### config.mk
export PLATFORM = sky130hd
export DESIGN_NAME = uart_echo_fifo_display
export DESIGN_NICKNAME = d
export VERILOG_FILES = /design/src/rtl/uart_echo_pkg.sv /design/src/rtl/hex_digit_seg_reg.sv /design/src/rtl/uart_echo_fifo_display.sv
export SDC_FILE = /design/constraint.sdc
export NUM_CORES = 1
export LEC_CHECK = 0
export ABC_AREA = 1
export CAP_MARGIN = 30
export CORE_UTILIZATION = 64
export CTS_BUF_LIST = sky130_fd_sc_hd__clkbuf_16
export CTS_CLUSTER_SIZE = 25
export DETAILED_ROUTE_END_ITERATION = 7
export PLACE_DENSITY = 0.85
export SETUP_SLACK_MARGIN = 0.02
export SKIP_LAST_GASP = 1
export SYNTH_ARGS = -nofsm -noshare
export SYNTH_HDL_FRONTEND = slang
export SYNTH_SLANG_ARGS = --single-unit
export TNS_END_PERCENT = 10
### constraint.sdc
create_clock -name i_Clk -period 5.4 [get_ports i_Clk]
set_input_delay 0.54 -clock i_Clk [delete_from_list [all_inputs] [get_ports i_Clk]]
set_output_delay 0.54 -clock i_Clk [all_outputs]
set_load 0.01 [all_outputs]
### src/rtl/uart_echo_pkg.sv
// Shared definitions for the buffered UART echo engine: TX pump states,
// the 7-segment hex font and the lowercase-to-uppercase conversion constants.
// The optional uppercase echo is selected with the UART_ECHO_UPPERCASE_EN macro.
package uart_echo_pkg;

   typedef enum logic [1:0] {
      IDLE        = 2'd0,
      WAIT_ACTIVE = 2'd1,
      WAIT_DONE   = 2'd2
   } pump_state_t;

   localparam int SEG_W = 7;

   // Segment patterns in {A,B,C,D,E,F,G} order, active-high, indexed by nibble.
   localparam logic [SEG_W-1:0] HEX_SEG_TABLE [16] = '{
      7'b1111110,  // 0
      7'b0110000,  // 1
      7'b1101101,  // 2
      7'b1111001,  // 3
      7'b0110011,  // 4
      7'b1011011,  // 5
      7'b1011111,  // 6
      7'b1110000,  // 7
      7'b1111111,  // 8
      7'b1111011,  // 9
      7'b1110111,  // A
      7'b0011111,  // b
      7'b1001110,  // C
      7'b0111101,  // d
      7'b1001111,  // E
      7'b1000111   // F
   };

   localparam logic [7:0] LOWER_A     = 8'h61;
   localparam logic [7:0] LOWER_Z     = 8'h7A;
   localparam logic [7:0] CASE_OFFSET = 8'h20;

   // ASCII 'a'..'z' become 'A'..'Z'; every other byte passes through untouched.
   function automatic logic [7:0] to_upper(input logic [7:0] b);
      if ((b >= LOWER_A) && (b <= LOWER_Z)) begin
         return b - CASE_OFFSET;
      end
      return b;
   endfunction

endpackage

### src/rtl/hex_digit_seg_reg.sv
// One registered hex digit: a nibble in, a 7-segment pattern out one clock later.
// Polarity follows SEG_ACTIVE_LOW so common-anode boards get inverted outputs.
module hex_digit_seg_reg
   import uart_echo_pkg::*;
#(
   parameter int SEG_ACTIVE_LOW = 1
) (
   input  logic             clk,
   input  logic             rst,
   input  logic [3:0]       nibble,
   output logic [SEG_W-1:0] seg
);

   localparam bit INVERT = (SEG_ACTIVE_LOW != 0);

   logic [SEG_W-1:0] seg_next;

   // Look up the font and apply board polarity.
   always_comb begin
      seg_next = HEX_SEG_TABLE[nibble];
      if (INVERT) begin
         seg_next = ~HEX_SEG_TABLE[nibble];
      end
   end

   // Register the decoded pattern; reset shows "0" in the board's polarity.
   always_ff @(posedge clk or posedge rst) begin
      if (rst) begin
         seg <= INVERT ? ~HEX_SEG_TABLE[0] : HEX_SEG_TABLE[0];
      end else begin
         seg <= seg_next;
      end
   end

endmodule

### src/rtl/uart_echo_fifo_display.sv
// Buffered UART echo: received bytes are queued in a FIFO and pumped into the
// transmitter one at a time; the newest DISP_BYTES received bytes are shown in hex.
// Defining UART_ECHO_UPPERCASE_EN converts 'a'..'z' to uppercase on the way out.
module uart_echo_fifo_display
   import uart_echo_pkg::*;
#(
   parameter int FIFO_DEPTH     = 16,
   parameter int DISP_BYTES     = 1,
   parameter int SEG_ACTIVE_LOW = 1
) (
   input  logic                               i_Clk,
   input  logic                               i_Rst,
   input  logic                               i_RX_DV,
   input  logic [7:0]                         i_RX_Byte,
   input  logic                               i_TX_Active,
   input  logic                               i_TX_Done,
   output logic                               o_TX_DV,
   output logic [7:0]                         o_TX_Byte,
   output logic [14*DISP_BYTES-1:0]           o_Segments,
   output logic [$clog2(FIFO_DEPTH+1)-1:0]    o_Fill_Level,
   output logic                               o_Overflow
);

   // Pointers carry one extra wrap bit so full and empty are distinguishable.
   localparam int PW = $clog2(FIFO_DEPTH + 1);
   localparam int AW = PW - 1;
   localparam logic [PW-1:0] DEPTH_L = PW'(FIFO_DEPTH);

   logic [7:0]    fifo_mem [FIFO_DEPTH];
   logic [PW-1:0] wr_ptr;
   logic [PW-1:0] rd_ptr;
   logic [PW-1:0] fill;
   logic          full;
   logic          empty;
   logic          push;
   logic          pop;
   logic          drop;
   logic [7:0]    head;
   logic [7:0]    tx_next;

   pump_state_t   state;
   pump_state_t   state_next;

   logic [7:0]    disp_reg [DISP_BYTES];

   assign fill         = wr_ptr - rd_ptr;
   assign full         = (fill == DEPTH_L);
   assign empty        = (fill == '0);
   assign push         = i_RX_DV && (!full || pop);
   assign drop         = i_RX_DV && full && !pop;
   assign head         = fifo_mem[rd_ptr[AW-1:0]];
   assign o_Fill_Level = fill;

`ifdef UART_ECHO_UPPERCASE_EN
   assign tx_next = to_upper(head);
`else
   assign tx_next = head;
`endif

   // Advance the write pointer on accepted pushes and the read pointer on pops.
   always_ff @(posedge i_Clk or posedge i_Rst) begin
      if (i_Rst) begin
         wr_ptr <= '0;
         rd_ptr <= '0;
      end else begin
         if (push) begin
            wr_ptr <= wr_ptr + 1'b1;
         end
         if (pop) begin
            rd_ptr <= rd_ptr + 1'b1;
         end
      end
   end

   // FIFO storage; a full-FIFO push that coincides with a pop reuses the slot being read.
   always_ff @(posedge i_Clk) begin
      if (push) begin
         fifo_mem[wr_ptr[AW-1:0]] <= i_RX_Byte;
      end
   end

   // Sticky overflow flag, cleared only by reset.
   always_ff @(posedge i_Clk or posedge i_Rst) begin
      if (i_Rst) begin
         o_Overflow <= 1'b0;
      end else if (drop) begin
         o_Overflow <= 1'b1;
      end
   end

   // TX pump state register.
   always_ff @(posedge i_Clk or posedge i_Rst) begin
      if (i_Rst) begin
         state <= IDLE;
      end else begin
         state <= state_next;
      end
   end

   // TX pump transitions; a pop only happens from IDLE with the transmitter free.
   always_comb begin
      state_next = state;
      pop        = 1'b0;
      case (state)
         IDLE: begin
            if (!empty && !i_TX_Active) begin
               pop        = 1'b1;
               state_next = WAIT_ACTIVE;
            end
         end
         WAIT_ACTIVE: begin
            if (i_TX_Done) begin
               state_next = IDLE;
            end else if (i_TX_Active) begin
               state_next = WAIT_DONE;
            end
         end
         WAIT_DONE: begin
            if (i_TX_Done) begin
               state_next = IDLE;
            end
         end
         default: state_next = IDLE;
      endcase
   end

   // Launch strobe is a single cycle; the byte is held until the next launch.
   always_ff @(posedge i_Clk or posedge i_Rst) begin
      if (i_Rst) begin
         o_TX_DV   <= 1'b0;
         o_TX_Byte <= 8'h00;
      end else begin
         o_TX_DV <= pop;
         if (pop) begin
            o_TX_Byte <= tx_next;
         end
      end
   end

   // Display history shifts on every strobe, including dropped bytes; newest at index 0.
   always_ff @(posedge i_Clk or posedge i_Rst) begin
      if (i_Rst) begin
         for (int i = 0; i < DISP_BYTES; i++) begin
            disp_reg[i] <= 8'h00;
         end
      end else if (i_RX_DV) begin
         for (int i = DISP_BYTES - 1; i >= 1; i--) begin
            disp_reg[i] <= disp_reg[i-1];
         end
         disp_reg[0] <= i_RX_Byte;
      end
   end

   for (genvar b = 0; b < DISP_BYTES; b++) begin : g_digits
      hex_digit_seg_reg #(
         .SEG_ACTIVE_LOW (SEG_ACTIVE_LOW)
      ) u_lo (
         .clk    (i_Clk),
         .rst    (i_Rst),
         .nibble (disp_reg[b][3:0]),
         .seg    (o_Segments[14*b +: SEG_W])
      );
      hex_digit_seg_reg #(
         .SEG_ACTIVE_LOW (SEG_ACTIVE_LOW)
      ) u_hi (
         .clk    (i_Clk),
         .rst    (i_Rst),
         .nibble (disp_reg[b][7:4]),
         .seg    (o_Segments[14*b + 7 +: SEG_W])
      );
   end

endmodule

-- After elaboration in Yosys (flattened, before gate mapping)
Memory sizes are Yosys's and may differ from the RTL's. A register that Yosys moved wholly into a read port is not among the register bits.
Index checks and enable logic that the tools add are counted.
W data, S select, Z words.
- bits in read-only memories: 224
- register bits after elaboration: 36
- output and inout bits: 29
- memories kept: 3
- bits in writable memories: 128
- $add $sub $neg: 3
- bitwise operators: 4
- multiplexer cells: 13
- $lt $le $gt $ge: 2
- reduce and logical (&&, ||, !) cells: 12
- equality and inequality tests: 6
- memories (memory ; depth ; width ; rd ports ; clocked after memory_dff ; write ports ; RTL line ; source):
    fifo_mem ; 16 ; 8 ; 1 ; 1 ; 1 ; uart_echo_fifo_display.sv:29 ; logic [7:0] fifo_mem [FIFO_DEPTH];
    (no name shown) ; 16 ; 7 ; 1 ; 0 ; 0 ; hex_digit_seg_reg.sv:20 ; seg_next = HEX_SEG_TABLE[nibble];
    (no name shown) ; 16 ; 7 ; 1 ; 0 ; 0 ; hex_digit_seg_reg.sv:20 ;
- operators with widths (cell ; number):
    $mux W7 ; 4
    $not A7 Y7 ; 2
    $add A5 B1 Y5 const B ; 2
    $ge A5 B5 Y1 const B ; 2
    $not A4 Y5 ; 2
    $mux W2 ; 4
    $pmux W2 S3 ; 1
    $eq A5 B5 Y1 const B ; 1
    $logic_not A5 Y1 ; 1
    $sub A5 B5 Y5 ; 1
    $logic_and A1 B1 Y1 ; 4
    $logic_not A1 Y1 ; 4
    $mux W1 ; 4
    $ne A2 B2 Y1 const B ; 2
    $ne A3 B3 Y1 const B ; 1
    $reduce_and A3 Y1 ; 1
    $eq A2 B1 Y1 const B ; 1
    $eq A2 B2 Y1 const B ; 1
    $logic_not A2 Y1 ; 1
    $logic_or A1 B1 Y1 ; 1

-- Depth between registers and ports, before layout
Gate-level depths: netlist of the first run.
- depth after elaboration: 10
- mapped depth: 15
- depth with buffers taken out: 14

-- Hierarchy
Synthesis of the first run repeated with hierarchy kept, for this count alone.
- cell total of the unflattened synthesis: 714
- area total of the unflattened synthesis: 7637.3 µm²
- modules (own cells, without submodules) (module ; seq. area each (µm²) ; instances ; area each (µm²) ; cells an instance):
    uart_echo_fifo_display ; 4594.4 ; 1 ; 6718.9 ; 598
    hex_digit_seg_reg ; 176.4 ; 2 ; 459.2 ; 58

-- Least setup slack after synthesis of the first run
Ideal clock, no wire load.
- kind: flip-flop to flip-flop
- from: register wr_ptr[0]
- to: memory fifo_mem[14][0], enable pin
- path buffers: 1
- arrival: 2217 ps
- library setup time: 370 ps
- setup slack: 2813 ps
- cell stages (with the launch flop): 12
- cells stage by stage: dfrtp_1 inv_1 ha_1 inv_1 fa_1 nor2_1 nand2_1 nor2_4 o211ai_4 nand2_4 buf_6 nor2_1
- cells in the longest elaborated chain, start to end: 10
- elaborated cells between the ends (all ways): 12
- those cells by class: add/sub: 1; eq/ne: 1; mux: 4; reduce/logical: 6
- RTL lines (what ; RTL line ; source):
    start: declaration ; uart_echo_fifo_display.sv:30 ; logic [PW-1:0] wr_ptr;
    start signal: assignment ; uart_echo_fifo_display.sv:67 ; wr_ptr <= wr_ptr + 1'b1;
    $sub A5 B5 Y5 (*) ; uart_echo_fifo_display.sv:46 ; assign fill = wr_ptr - rd_ptr;
    via o_Fill_Level[1] ; uart_echo_fifo_display.sv:20 ; output logic [$clog2(FIFO_DEPTH+1)-1:0] o_Fill_Level,
    $logic_not A5 Y1 ; uart_echo_fifo_display.sv:48 ; assign empty = (fill == '0);
    $logic_not A1 Y1 ; uart_echo_fifo_display.sv:106 ; if (!empty && !i_TX_Active) begin
    $logic_and A1 B1 Y1 ; uart_echo_fifo_display.sv:106 ;
    $mux W1 ; uart_echo_fifo_display.sv:106 ;
    $mux W1 ; uart_echo_fifo_display.sv:104 ; case (state)
    $logic_or A1 B1 Y1 (*) ; uart_echo_fifo_display.sv:49 ; assign push = i_RX_DV && (!full || pop);
    $logic_and A1 B1 Y1 (*) ; uart_echo_fifo_display.sv:49 ;
    $mux W1 (*) ; uart_echo_fifo_display.sv:77 ; if (push) begin
    $mux W1 (not written as such) (*) ; uart_echo_fifo_display.sv:78 ; fifo_mem[wr_ptr[AW-1:0]] <= i_RX_Byte;
    end: declaration ; uart_echo_fifo_display.sv:29 ;
The timed path passes the listed nets; every way through them passes the cells marked *.

-- Worst setup path after layout of the first run
- from: register rd_ptr[2]
- to: output o_Fill_Level[4]
- cells in the longest elaborated chain, start to end: 1
- RTL lines (what ; RTL line ; source):
    start: declaration ; uart_echo_fifo_display.sv:31 ; logic [PW-1:0] rd_ptr;
    start signal: assignment ; uart_echo_fifo_display.sv:70 ; rd_ptr <= rd_ptr + 1'b1;
    $sub A5 B5 Y5 ; uart_echo_fifo_display.sv:46 ;
    end: declaration ; uart_echo_fifo_display.sv:20 ;
No other way between the ends.

==> flow_summary.yaml, run 1 <==
global_route:
  antenna_found_initial: 0
  grt_overflow: 0
  grt_max_degree: 69
  grt_pass1_vias: 4867
  track_usage_pct: 29.9
  grt_pass1_wl_um: 25500
drt:
  drt_iter0_drc: 721
  route.final.wire_length_um: 16900
  first_pass_iters: 6
  ant_nets: 0
  via_count: 5252
  wl_per_cell_um: 19.1
  route.detailed.drc: 0
  via_per_inst: 5.94
worst_setup_path:
  reg2regPathDepth: 9
  start_kind: "flop"
  crit_arrival_ns: 2.85
  cp.depth: 7
  max_stage_delay_ns: 0.64
  path_class: "reg2out"
  cp_num_buf_inv: 2
  crit_chain: "clkinv_1 -> ha_1 -> nand3_1 -> nand2_1 -> nand2_2 -> nand2_4 -> clkdlybuf4s50_1"
  crit_slowest_cell: "dfrtp_1"
  cp.required_ns: 4.86
  endpoint_kind: "primary output"
  crit_path_max_fanout: 14
  critical_path.top_delay_family: "buffers and inverters"
placement:
  dpl_worst_slack_ns: 2.27
  port_buffers: 41
  placed_area_um2: 7960
  hpwlAfterDp_um: 10900
  gp_congestion: 0.904
cells_and_area:
  multi_input_area_um2: 2200
  nNetsFinal: 761
  nFillCells: 728
  regArea_um2: 4950
  layout-drive-gt1-share_pct: 5.94
  area_delta_synth_final_pct: 12.8
  antenna_cells: 0
  finalInstanceArea_um2: 8470
  largest_register_ffs: 128
floorplan:
  rows: 39
  fp.coreArea_um2: 11400
  die_h_um: 110
  die-area_um2: 12200
  ios: 42
  start_util_pct: 65.7
  die_w_um: 110
synth:
  ys_top_cells_by_area: "edfxtp_1, dfrtp_1, nor2_1"
  synth_seq_area_share_pct: 65.9
  synthDistinctLibCells: 36
  synth_top_area_cell: "edfxtp_1"
  synth.most_common_cell: "edfxtp_1"
  synth_area_um2: 7510
  ys.flop_type: "edfxtp_1"
  synth_top_cell_area_share_pct: 51.2
  syn_inst: 694
  synth_edf_count: 128
  async_flop_share_pct: 25.6
  yosys_warnings: 0
  synth.net_count: 727
  synth_common_cells: "edfxtp_1, nor2_1, nand2_1"
  synth_area_per_cell_um2: 10.8
  ys_ff_latch: 172
outcome:
  status: "complete, no violations"
clock_tree:
  cts_hold_buf: 0
  clkTransAtPathRegs_ns: 0.06
  root_buffer: "clkbuf_16"
  cts_made_buffers: 17
  htreeDepth: 4
  cts_tree: "yes"
  clk-insertion-delay-late_ns: 0.43
  cts_sinks: 172
  clockBufferDepth: 2
  post_cts_buffers: 0
  cts_resized: 0
timing:
  setup_tns_ns: 0
  tightest_slew_ns: 0.930
  fmax_ghz: 0.295
  min_period_ns: 3.39
  setup_viol: 0
  slew_headroom_pct: 37.8
  final_hold_viol_count: 0
  fin_ws_ns: 2.01
  fin_crit_sh_pct: 62.8
  drv_slew: 0
  skew_ns: 0.00762
  rsz0062_at_grt: "no"
job:
  max_cap_violations: 0
worst_hold_path:
  hold_path_depth: 2
  hold_class: "reg2reg"
power_and_ir_drop:
  powerDensity_nw_per_um2: 529
  peakVddDrop_mv: 0.563
  leakagePower_nw: 3.29
-- worst min-delay path, delay by kind of cell, from the launching register on --
kind / cells / cell delay (ns)
flip-flops: 1 / 0.34
AND/OR/NAND/NOR: 2 / 0.12
-- final timing paths --
| path | slack (ns) | to | startpoint |
|---|---|---|---|
| worst max-delay path | 2.01 | o_Fill_Level[4] | rd_ptr[2]$_DFFE_PP0P_ |
| max in group asynchronous | 4.15 | rd_ptr[0]$_DFFE_PP0P_ | i_Rst |
| min in group asynchronous | 0.63 | o_TX_Byte[5]$_DFFE_PP0P_ | i_Rst |
| worst max register to register | 2.20 | fifo_mem[7][6]$_DFFE_PP_ | rd_ptr[2]$_DFFE_PP0P_ |
| worst min register to register | 0.49 | o_TX_Byte[5]$_DFFE_PP0P_ | o_TX_Byte[5]$_DFFE_PP0P_ |
| worst min-delay path | 0.49 | o_TX_Byte[5]$_DFFE_PP0P_ | o_TX_Byte[5]$_DFFE_PP0P_ |
-- cell type report --
class | count | share of cell area (%)
Multi-Input combinational cell | 442 | 26.0
Timing Repair Buffer | 44 | 5.11
Inverter | 51 | 2.29
Clock buffer | 18 | 5.32
Tap cell | 143 | 2.11
Sequential cell | 172 | 58.4
Clock inverter | 14 | 0.753
-- power breakdown --
part | switching [mW] | internal [mW]
Combinational | 1.09 | 0.594
Clock | 0.465 | 0.597
Sequential | 0.112 | 1.62
-- through the flow --
stage | utilization [%] | hold slack (ns) | cells | power [mW]
after detailed placement | 69.7 | 0.465 | 852 | 3.40
after floorplan | - | 0.471 | 694 | 2.87
after global placement | 69.7 | 0.463 | 852 | 3.34
after global routing | 74.2 | 0.497 | 884 | 4.74
after CTS | 74.2 | 0.487 | 884 | 4.47
final | 74.2 | 0.491 | 884 | 4.48
-- metal layers --
| metal | part of all wire, % | wire (µm) | vias to the layer above | global-route usage [%] |
|---|---|---|---|---|
| met5 | 0 | 0 | - | 0 |
| met4 | 2.7 | 463 | 0 | 12.5 |
| met3 | 10 | 1750 | 42 | 8.99 |
| met2 | 49 | 8330 | 301 | 47.5 |
| met1 | 37 | 6320 | 2480 | 38.5 |
| li1 | - | - | 2429 | - |
-- cells by family (layout without fill, tap and decap cells) --
logic type,count (synthesis),count (layout),synth area share (%)
xor gates and xnor gates,6,6,0.700
adders and majority gates,20,20,3.43
and+or+nand+nor,281,281,15.2
AOI/OAI and AO/OA,135,135,10.0
buffers and inverters,80,127,4.77
DFF,172,172,65.9
-- layout by cell type (no fill, tap or decap), types with 5 or more instances in the layout --
cell type and instances:
edfxtp_1 128, nor2_1 126, nand2_1 121, o21ai_0 89
inv_1 48, dfrtp_1 41, clkdlybuf4s50_1 41, nand3_1 23
ha_1 19, clkbuf_16 18, o211ai_1 16, o21ai_1 13
a21oi_1 8, clkinv_1 6, inv_2 5
Power figures use the tool's default switching activity.
==> run 2, diff against run 1 <==
Settings changed: CORE_UTILIZATION 64 to 59, PLACE_DENSITY 0.85 to 0.79.
Clock period 5.4 ns to 3.3 ns, I/O delays scaled along.
==> flow_summary.yaml, run 2 (synthesis gave the netlist of run 1 again) <==
floorplan:
  die_w_um: 115
  die_h_um: 115
  ios: 42
  die-area_um2: 13200
  start_util_pct: 61.5
  fp.coreArea_um2: 12200
  rows: 40
clock_tree:
  cts_sinks: 172
  root_buffer: "clkbuf_16"
  clockBufferDepth: 2
  cts_tree: "yes"
  clk-insertion-delay-late_ns: 0.42
  cts_hold_buf: 0
  post_cts_buffers: 0
  clkTransAtPathRegs_ns: 0.06
  cts_made_buffers: 17
  cts_resized: 0
  htreeDepth: 4
drt:
  ant_nets: 0
  via_count: 5260
  via_per_inst: 5.72
  route.detailed.drc: 0
  route.final.wire_length_um: 16700
  first_pass_iters: 5
  drt_iter0_drc: 534
  wl_per_cell_um: 18.1
cells_and_area:
  largest_register_ffs: 128
  layout-drive-gt1-share_pct: 6.91
  fin_util_pct: 70.1
  nNetsFinal: 772
  finalInstanceArea_um2: 8550
  area_delta_synth_final_pct: 13.9
  antenna_cells: 0
  layout_commonest_cell: "edfxtp_1"
  final_cell_mix: "edfxtp_1, nor2_1, nand2_1"
worst_hold_path:
  hold_class: "in2async"
global_route:
  grt_overflow: 0
  track_usage_pct: 27.3
  grt_max_degree: 68
  grt_pass1_vias: 5018
  grt_pass1_wl_um: 25900
  antenna_found_initial: 0
timing:
  skew_ns: 0.00536
  setup_viol: 0
  fin_ws_ns: 0.454
  drv_slew: 0
  fmax_ghz: 0.351
  whs_ns: 0.436
  rsz0062_at_grt: "no"
  min_period_ns: 2.85
  setup_tns_ns: 0
  tightest_slew_ns: 0.950
  final_hold_viol_count: 0
  slew_headroom_pct: 36.6
  fin_crit_sh_pct: 86.2
worst_setup_path:
  crit_slowest_cell: "clkdlybuf4s50_1"
  crit_chain: "inv_1 -> ha_1 -> inv_1 -> fa_1 -> nand3_1 -> nand3_1 -> nand2_4 -> clkdlybuf4s50_1"
  crit_arrival_ns: 2.52
  cp.required_ns: 2.97
  start_kind: "flop"
  path_class: "reg2out"
  max_stage_delay_ns: 0.54
  reg2reg_slack_ns: 0.48
  crit_path_max_fanout: 5
  endpoint_kind: "primary output"
placement:
  dpl_worst_slack_ns: 0.487
  placed_area_um2: 8070
  gp_congestion: 0.891
  hpwlAfterDp_um: 11000
  port_buffers: 41
power_and_ir_drop:
  powerDensity_nw_per_um2: 849
  peakVddDrop_mv: 0.450
  leakagePower_nw: 3.35
job:
  max_cap_violations: 0
outcome:
  status: "complete, no violations"
==> run 2: metrics by stage <==
stage                     power (mW)  cells
after floorplan                 4.69    694
after global placement          5.55    888
after detailed placement        5.63    888
after CTS                       7.27    920
after global routing            7.69    920
final                           7.26    920
==> run 2: area by class of cell <==
type | instances | area [µm²]
Multi-Input combinational cell | 442 | 2200
Sequential cell | 172 | 4950
Clock inverter | 15 | 58.8
Tap cell | 168 | 210
Inverter | 51 | 194
Clock buffer | 17 | 425
Fill cell | 894 | 3660
Timing Repair Buffer | 55 | 515
==> run 2: path summary, 6_finish.rpt <==
path / cells after the start / from / to
setup / recovery: 8 / wr_ptr[0]$_DFFE_PP0P_ / o_Fill_Level[4]
hold / removal: 2 / i_Rst / rd_ptr[2]$_DFFE_PP0P_
min in group i_Clk: 2 / o_TX_Byte[0]$_DFFE_PP0P_ / o_TX_Byte[0]$_DFFE_PP0P_
hold reg to reg: 2 / o_TX_Byte[0]$_DFFE_PP0P_ / o_TX_Byte[0]$_DFFE_PP0P_
max in group asynchronous: 2 / i_Rst / rd_ptr[0]$_DFFE_PP0P_
setup reg to reg: 11 / wr_ptr[0]$_DFFE_PP0P_ / fifo_mem[8][1]$_DFFE_PP_
==> run 2: routing by layer <==
layer  up-vias  GRT usage [%]  part of all wire, %
met5         -              0                    0
met4         0           13.2                  3.1
met3        41           6.64                  6.9
met2       241           45.6                   50
met1      2535           33.7                   40
li1       2443              -                    -
==> run 2: report_power, final <==
part	total (mW)	internal [mW]	leakage, nW	switching, mW
Combinational	2.79	0.999	1.38	1.79
Clock	1.66	0.921	0.273	0.736
Sequential	2.82	2.65	1.70	0.166
Total	7.26	4.57	3.35	2.70
==> run 2: critical path, delay by kind of cell (launching register included) <==
family,cells,cell delay (ns)
DFF,1,0.42
buffers and inverters,3,0.75
and+or+nand+nor,3,0.35
adders and majority gates,2,0.57
